`config.mk`:
```
export PLATFORM = sky130hd
export DESIGN_NAME = cw_capture_ctrl
export DESIGN_NICKNAME = d
export VERILOG_FILES = /design/src/rtl/cw_capture_ctrl.sv
export SDC_FILE = /design/constraint.sdc
export NUM_CORES = 1
export LEC_CHECK = 0
export CORE_ASPECT_RATIO = 0.7
export CORE_MARGIN = 4
export CORE_UTILIZATION = 51
export CTS_CLUSTER_DIAMETER = 50
export DETAILED_ROUTE_END_ITERATION = 12
export PLACE_DENSITY_LB_ADDON = 0.1
export SETUP_SLACK_MARGIN = 0.15
export SYNTH_ARGS = -nofsm -noshare
export SYNTH_HDL_FRONTEND = slang
export SYNTH_SLANG_ARGS = --single-unit
```
`constraint.sdc`:
```
create_clock -name trig_clk_i -period 2.8 [get_ports trig_clk_i]
set_input_delay 0.42 -clock trig_clk_i [delete_from_list [all_inputs] [get_ports trig_clk_i]]
set_output_delay 0.42 -clock trig_clk_i [all_outputs]
set_load 0.03 [all_outputs]
```
`src/rtl/cw_capture_ctrl.sv`:
```
// ---------------------------------------------------------------------------
// cw_capture_ctrl
//  Trace-buffer write sequencer for the on-chip watcher. On arm it fills a
//  circular pre-trigger window, waits for a qualified trigger sample, stores
//  a fixed number of post-trigger samples, then stops with done held high.
//
// Ports
//  trig_clk_i    capture clock
//  trig_rst_i    asynchronous reset, active-high
//  arm_i         start a capture (level, sampled every cycle while idle/done)
//  abort_i       cancel capture, return to idle (wins over arm_i)
//  samp_en_i     storage qualifier; a sample is written only when high
//  trig_hit_i    trigger condition for the current sample
//  pre_len_i     samples required before a trigger is accepted (latched on arm)
//  post_len_i    samples stored after the trigger sample (latched on arm)
//  wt_ce_o       capture RAM enable, registered, high while capturing
//  wt_en_o       capture RAM write strobe = wt_ce_o & samp_en_i
//  wt_addr_o     capture RAM write address, registered
//  trig_addr_o   address at which the trigger sample was written
//  wrapped_o     write pointer has wrapped DEPTH-1 -> 0 during this capture
//  done_o        capture complete, buffer contents stable
// ---------------------------------------------------------------------------
module cw_capture_ctrl #(
  parameter int ADDR_W = 16,
  parameter int DEPTH  = 1365
) (
  input  logic              trig_clk_i,
  input  logic              trig_rst_i,
  input  logic              arm_i,
  input  logic              abort_i,
  input  logic              samp_en_i,
  input  logic              trig_hit_i,
  input  logic [ADDR_W-1:0] pre_len_i,
  input  logic [ADDR_W-1:0] post_len_i,
  output logic              wt_ce_o,
  output logic              wt_en_o,
  output logic [ADDR_W-1:0] wt_addr_o,
  output logic [ADDR_W-1:0] trig_addr_o,
  output logic              wrapped_o,
  output logic              done_o
);

  typedef enum logic [2:0] {
    S_IDLE,
    S_PRE,
    S_WAIT,
    S_POST,
    S_DONE
  } state_t;

  // Highest legal address; DEPTH need not be a power of two, so the pointer
  // wraps explicitly at this value rather than by natural overflow.
  localparam logic [ADDR_W-1:0] LAST_ADDR = ADDR_W'(DEPTH - 1);

  state_t              state_q,     state_d;
  logic [ADDR_W-1:0]   addr_q,      addr_d;
  logic [ADDR_W-1:0]   trig_addr_q, trig_addr_d;
  logic [ADDR_W-1:0]   cnt_q,       cnt_d;
  logic [ADDR_W-1:0]   pre_c_q,     pre_c_d;
  logic [ADDR_W-1:0]   post_c_q,    post_c_d;
  logic                wrapped_q,   wrapped_d;
  logic                ce_q,        ce_d;
  logic                done_q,      done_d;

  // Length clamping: the post window takes priority, and pre + post + the
  // trigger sample itself must fit in DEPTH so no stored sample is overwritten.
  logic [ADDR_W-1:0]   post_clamp;
  logic [ADDR_W-1:0]   pre_room;
  logic [ADDR_W-1:0]   pre_clamp;

  always_comb begin
    post_clamp = (post_len_i > LAST_ADDR) ? LAST_ADDR : post_len_i;
    pre_room   = LAST_ADDR - post_clamp;
    pre_clamp  = (pre_len_i > pre_room) ? pre_room : pre_len_i;
  end

  // A qualified write: RAM enabled and the sample is marked for storage.
  logic wr_en;
  logic at_last;

  assign wr_en   = ce_q & samp_en_i;
  assign at_last = (addr_q == LAST_ADDR);

  always_comb begin
    state_d     = state_q;
    addr_d      = addr_q;
    trig_addr_d = trig_addr_q;
    cnt_d       = cnt_q;
    pre_c_d     = pre_c_q;
    post_c_d    = post_c_q;
    wrapped_d   = wrapped_q;

    if (abort_i) begin
      // Pointers are left untouched so the readout can still inspect them.
      state_d = S_IDLE;
    end else begin
      case (state_q)
        S_IDLE, S_DONE: begin
          if (arm_i) begin
            pre_c_d   = pre_clamp;
            post_c_d  = post_clamp;
            addr_d    = '0;
            wrapped_d = 1'b0;
            cnt_d     = '0;
            state_d   = (pre_clamp != '0) ? S_PRE : S_WAIT;
          end
        end
        S_PRE: begin
          if (wr_en) begin
            cnt_d = cnt_q + ADDR_W'(1);
            if ((cnt_q + ADDR_W'(1)) == pre_c_q) begin
              state_d = S_WAIT;
            end
          end
        end
        S_WAIT: begin
          if (wr_en && trig_hit_i) begin
            trig_addr_d = addr_q;
            cnt_d       = post_c_q;
            state_d     = (post_c_q == '0) ? S_DONE : S_POST;
          end
        end
        S_POST: begin
          if (wr_en) begin
            cnt_d = cnt_q - ADDR_W'(1);
            if (cnt_q == ADDR_W'(1)) begin
              state_d = S_DONE;
            end
          end
        end
        default: state_d = S_IDLE;
      endcase

      // wr_en is only possible in PRE/WAIT/POST, so this never collides with
      // the pointer clear done on arm.
      if (wr_en) begin
        addr_d = at_last ? '0 : addr_q + ADDR_W'(1);
        if (at_last) begin
          wrapped_d = 1'b1;
        end
      end
    end

    ce_d   = (state_d == S_PRE) || (state_d == S_WAIT) || (state_d == S_POST);
    done_d = (state_d == S_DONE);
  end

  always_ff @(posedge trig_clk_i or posedge trig_rst_i) begin
    if (trig_rst_i) begin
      state_q     <= S_IDLE;
      addr_q      <= '0;
      trig_addr_q <= '0;
      cnt_q       <= '0;
      pre_c_q     <= '0;
      post_c_q    <= '0;
      wrapped_q   <= 1'b0;
      ce_q        <= 1'b0;
      done_q      <= 1'b0;
    end else begin
      state_q     <= state_d;
      addr_q      <= addr_d;
      trig_addr_q <= trig_addr_d;
      cnt_q       <= cnt_d;
      pre_c_q     <= pre_c_d;
      post_c_q    <= post_c_d;
      wrapped_q   <= wrapped_d;
      ce_q        <= ce_d;
      done_q      <= done_d;
    end
  end

  assign wt_ce_o     = ce_q;
  assign wt_en_o     = wr_en;
  assign wt_addr_o   = addr_q;
  assign trig_addr_o = trig_addr_q;
  assign wrapped_o   = wrapped_q;
  assign done_o      = done_q;

endmodule

```
Word level (Yosys, flattened, before mapping) --
Cells that the tools add are included.
Word-level totals: word-level logic and storage cells 70, output and inout port bits 36, input bits 38, bits in registers 86
Cells by class: add/subtract/negate cells 4, bitwise logic cells 2, magnitude comparators 2, equal/unequal tests 15, reduce and logical (&&, ||, !) cells 14, multiplexer cells 24
Operators with widths (number):
- 16-bit two-way mux | 9
- 16-bit case mux with 4 select lines | 1
- 16-bit by 1-bit adder with 16-bit output, second input constant | 2
- 3-bit two-way mux | 8
- 16-bit by 1-bit == test with 1-bit output, second input constant | 1
- 16-bit by 11-bit == test with 1-bit output, second input constant | 1
- 16-bit == test | 1
- 16-bit by 11-bit > comparator with 1-bit output, second input constant | 1
- 16-bit > comparator | 1
- 16-bit logical NOT | 1
- 16-bit nonzero test | 1
- 11-bit by 16-bit subtractor with 16-bit output, first input constant | 1
- 16-bit by 1-bit subtractor with 16-bit output, second input constant | 1
- 3-bit by 2-bit == test with 1-bit output, second input constant | 4
- 3-bit case mux with 4 select lines | 1
- 3-bit AND reduction | 3
- 2-bit != test, second input constant | 4
- 3-bit by 1-bit == test with 1-bit output, second input constant | 2
- 3-bit == test, second input constant | 2
- 6-bit AND reduction | 1
- 1-bit two-way mux | 4
- 2-bit nonzero test | 2
- 4-bit nonzero test | 1
- 3-bit logical NOT | 1
- 6 further kinds | 7

Logic depth before layout (Yosys ltp) --
depth after elaboration 13, mapped depth 25, gate-level depth less buffers 21

Worst setup path after synthesis --
OpenSTA, ideal clock, no wires.
path kind input to register, start in post_len_i[15], end reg pre_c_q[1], cell stages on the path 21, path buffers 3, required time 2.669 ns, data arrival time 4.518 ns, setup time 0.131 ns, path slack -1.850 ns, cell sequence or4_4 > or2_1 > nand3b_4 > and2_4 > buf_6 > clkbuf_1 > nand2b_1 > ha_1 > nor2b_1 > o21a_1 > o21ai_0 > o31ai_1 > o21a_1 > inv_1 > ha_1 > nand4_1 > a2111o_1 > a31oi_1 > clkbuf_1 > mux2i_1 > o21ai_1
On the way: longest elaborated chain between the ends 5
Ends and longest elaborated chain:
- start, declared | RTL line 34 | input logic [ADDR_W-1:0] post_len_i,
- 16-bit by 11-bit > comparator with 1-bit output | RTL line 72 | post_clamp = (post_len_i > LAST_ADDR) ? LAST_ADDR : post_len_i;
- 16-bit two-way mux * | RTL line 72
- 11-bit by 16-bit subtractor with 16-bit output * | RTL line 73 | pre_room = LAST_ADDR - post_clamp;
- 16-bit > comparator | RTL line 74 | pre_clamp = (pre_len_i > pre_room) ? pre_room : pre_len_i;
- 16-bit two-way mux * | RTL line 74
- end signal, assigned | RTL line 164 | pre_c_q <= pre_c_d;
- end, declared | RTL line 59 | logic [ADDR_W-1:0] pre_c_q, pre_c_d;
Every way passes the cells marked *; elsewhere a longest branch is shown, timed or not. A chain may end at the register's enable or synchronous reset.

Worst setup path after layout --
start in post_len_i[11], end reg state_q[0]
On the way: longest elaborated chain between the ends 10
Ends and longest elaborated chain:
- 16-bit by 11-bit > comparator with 1-bit output | RTL line 72
- 16-bit two-way mux * | RTL line 72
- 11-bit by 16-bit subtractor with 16-bit output * | RTL line 73
- 16-bit > comparator | RTL line 74
- 16-bit two-way mux * | RTL line 74
- 16-bit nonzero test * | RTL line 105 | state_d = (pre_clamp != '0) ? S_PRE : S_WAIT;
- 2-bit two-way mux * | RTL line 105
- 3-bit two-way mux * | RTL line 99 | if (arm_i) begin
- 3-bit case mux with 4 select lines * | RTL line 97 | case (state_q)
- 3-bit two-way mux * | RTL line 93 | if (abort_i) begin
- net state_d[0] | RTL line 55 | state_t state_q, state_d;
- end signal, assigned | RTL line 160 | state_q <= state_d;
- end, declared | RTL line 55
Mark *: on every way through the listed nets, which the timed path passes. The rest lies on a longest branch.

==> reports/results.tsv <==
metric	value	unit
tightest_slew	760	ps
skew	8.81	ps
antenna_found_initial	0	
peakVddDrop	0.000333	V
synth_edf_count	0	
yosysSeqAreaShare	36.4	%
grt_max_degree	44	
dpl.cell_count	978	
tns	-19770	ps
gp_congestion	1.02	
violations	negative setup slack	
slew_viol_final	0	
fin_crit_sh	142	%
clock_path_buffers	2	
cts_tree	built	
final_cell_count_no_fill	1007	
crit_end	state_q[0]	
avgRoutedWirePerCell	19.1	µm
fmax	0.252	GHz
grt_util_all_layers	28.8	%
synthesis.area	5920	µm²
syn_avg_cell_area	8.38	µm²
place_hpwl	14300	µm
r2r_end	state_q[1]	
drt-initial-drc-count	687	
yosysUniqueCellTypes	71	
port_buffers	73	
synth_top_cell_by_area	dfrtp_1	
yosysWarnings	0	
first_global_vias	5917	
power_density	464	nW/µm²
drt_wl_total	19200	µm
holdCritPathClass	in -> async	
cts_hold_buf	0	
final-hold-violation-count	0	
async_flop_share	100	%
worstPathMaxFanout	4	
root_buffer	clkbuf_16	
synth_top_area_share	36.4	%
grt_pass1_wl	30700	µm
dieArea	13400	µm²
crit_type	in -> reg	
setup_viol	18	
reg2reg_depth	10	
final_layout_size_suffix_gt1_share	20.6	%
core_area	11200	µm²
whs	499	ps
crit_path_end_kind	flop	
areaGrowthSynthToFinish	34.0	%
ff2ff_setup_slack	-20	ps
start_kind	input pin	
required	3050	ps
cts.sinks	86	
ant_nets	0	
multi_input_area	3670	µm²
cts.clk_slew.worst_paths	70	ps
p_leak	3.40	nW
vias_per_cell	6.13	
ys.flop_type	dfrtp_1	
postLayoutCellArea	7930	µm²
nFillCells	863	
rsz0062_at_grt	yes	
drt-pass1-iter-count	5	
ys_top_cells_by_area	dfrtp_1, nand2_1, ha_1, o21ai_0, xnor2_1	
routed-via-count	6172	
boundaryPins	74	
maxSlewHeadroom	49.4	%
numCtsBuffers	9	
overflow	0	
drc	0	
worstSkewPairLatency	350	ps
status	complete, but fails checks	
seqCellArea	2150	µm²
num_rows	32	
arrival	4220	ps
start_util	53.0	%
fin_ws	-1160	ps
die_x	137	µm
fin_nets	909	
die_h	98.1	µm
post-route-min-period	3960	ps
synth_cells	706	
antennaDiodeCount	0	
power.total	0.00368	W
drv_cap	0	
h-tree-depth	3	
worstSetupStartpoint	post_len_i[11]	
ys_ff_latch	86	
rr_startpoint	cnt_q[1]	
placed_area	7420	µm²
==> cell type report <==
cell class | instances | share of cell area (%)
Clock inverter | 6 | 0.868
Inverter | 17 | 0.915
Multi-Input combinational cell | 558 | 46.3
Tap cell | 153 | 2.41
Timing Repair Buffer | 177 | 19.4
Sequential cell | 86 | 27.1
Clock buffer | 10 | 3.01
==> worst min-delay path by stage <==
stage | endpoint | slack, ps
global route | trig_addr_o[3] | 530
detailed placement | wrapped_o | 490
floorplan | post_c_q[4] | 460
finish | done_o | 500
CTS | trig_addr_o[1] | 510
global placement | wrapped_o | 490
==> per-layer routing <==
| metal | up-vias | track usage (%) | share of wire (%) |
|---|---|---|---|
| li1 | 2831 | - | - |
| met1 | 2927 | 43.0 | 45 |
| met2 | 378 | 41.3 | 43 |
| met3 | 36 | 8.08 | 10 |
| met4 | 0 | 6.74 | 1.8 |
| met5 | - | 0 | 0 |
==> worst max-delay path, stage by stage <==
cell and delay (ps):
clkbuf_2 80, or4_4 540, or2_1 260, nand3b_4 160, and2_4 140, nand2b_4 150
ha_4 180, nor2b_4 130, o21a_1 130, o21ai_2 60, o31ai_2 60, o21a_1 240
inv_2 70, ha_4 260, nand4_1 110, a2111o_1 420, a31oi_4 250, buf_4 150
buf_6 100, nor2_1 70, o32ai_2 260
==> power breakdown <==
part | total, W | switching, W | internal, W | leakage, nW
sequential | 0.00147 | 0.000122 | 0.00134 | 1.16
clock | 0.00125 | 0.000532 | 0.000721 | 0.149
combinational | 0.000963 | 0.000543 | 0.000420 | 2.08
==> kinds of logic (layout without fill, tap and decap cells) <==
kind of cell               after synthesis  after routing  share of synthesized area (%)
and+or+nand+nor                        291            291                           25.6
other                                    1              3                         0.0634
adders and majority gates               22             22                           4.65
DFF                                     86             86                           36.4
AOI/OAI and AO/OA                      181            181                           19.2
xor gates and xnor gates                37             37                           5.48
muxes                                   24             24                           4.42
buffers and inverters                   64            210                           4.25
==> sequential cells by signal, summed over array words and instances (netlist names) <==
signal / flops
pre_c_q: 16
done_o: 1
trig_addr_o: 16
state_q: 3
post_c_q: 16
wt_addr_o: 16
wrapped_o: 1
wt_ce_o: 1
cnt_q: 16
==> placed cells by master, fill, tap and decap left out, types with 9 or more instances in the layout <==
cell	instances
nor4_1	20
o21ai_1	35
nand4_1	14
clkdlybuf4s50_1	64
mux2_2	17
ha_1	20
nand2b_1	15
buf_4	99
nand3_1	21
a21oi_1	28
nor3_1	15
inv_1	13
and2_1	12
dfrtp_1	86
o21ai_0	39
nor2_1	49
nand2_1	90
xnor2_1	22
xor2_1	15
clkbuf_16	9
==> cell usage after synthesis, types with 4 or more instances <==
| library cell | number |
|---|---|
| dfrtp_1 | 86 |
| nor4_1 | 21 |
| nand2b_1 | 16 |
| a31oi_1 | 10 |
| inv_1 | 16 |
| o21ai_1 | 35 |
| nor2_1 | 51 |
| nand3b_1 | 5 |
| mux2i_1 | 7 |
| nand2_1 | 91 |
| and2_1 | 12 |
| nor2b_1 | 6 |
| nand4_1 | 14 |
| mux2_2 | 17 |
| a22oi_1 | 8 |
| o21ai_0 | 43 |
| o31ai_1 | 5 |
| clkbuf_1 | 42 |
| a21o_1 | 4 |
| a21oi_1 | 30 |
| ha_1 | 22 |
| xor2_1 | 15 |
| nand3_1 | 21 |
| and3_1 | 8 |
| or3_1 | 5 |
| nor3_1 | 15 |
| o21a_1 | 8 |
| xnor2_1 | 22 |
==> metrics by stage <==
| stage | worst slack (ps) | utilization, % |
|---|---|---|
| final | -1160 | 71.0 |
| after global routing | -1290 | 71.0 |
| after CTS | -1150 | 70.1 |
| after detailed placement | -1810 | 66.4 |
| after global placement | -1720 | 66.4 |
| after floorplan | -1480 | - |
==> what timing repair did <==
action / CTS / global route
endpoints found under the setup margin: 18 / 18
resized for setup: 31 / 13
pin swaps: 20 / 14
setup buffers: 6 / 7
No activity file was read; power rests on OpenSTA's default activity.
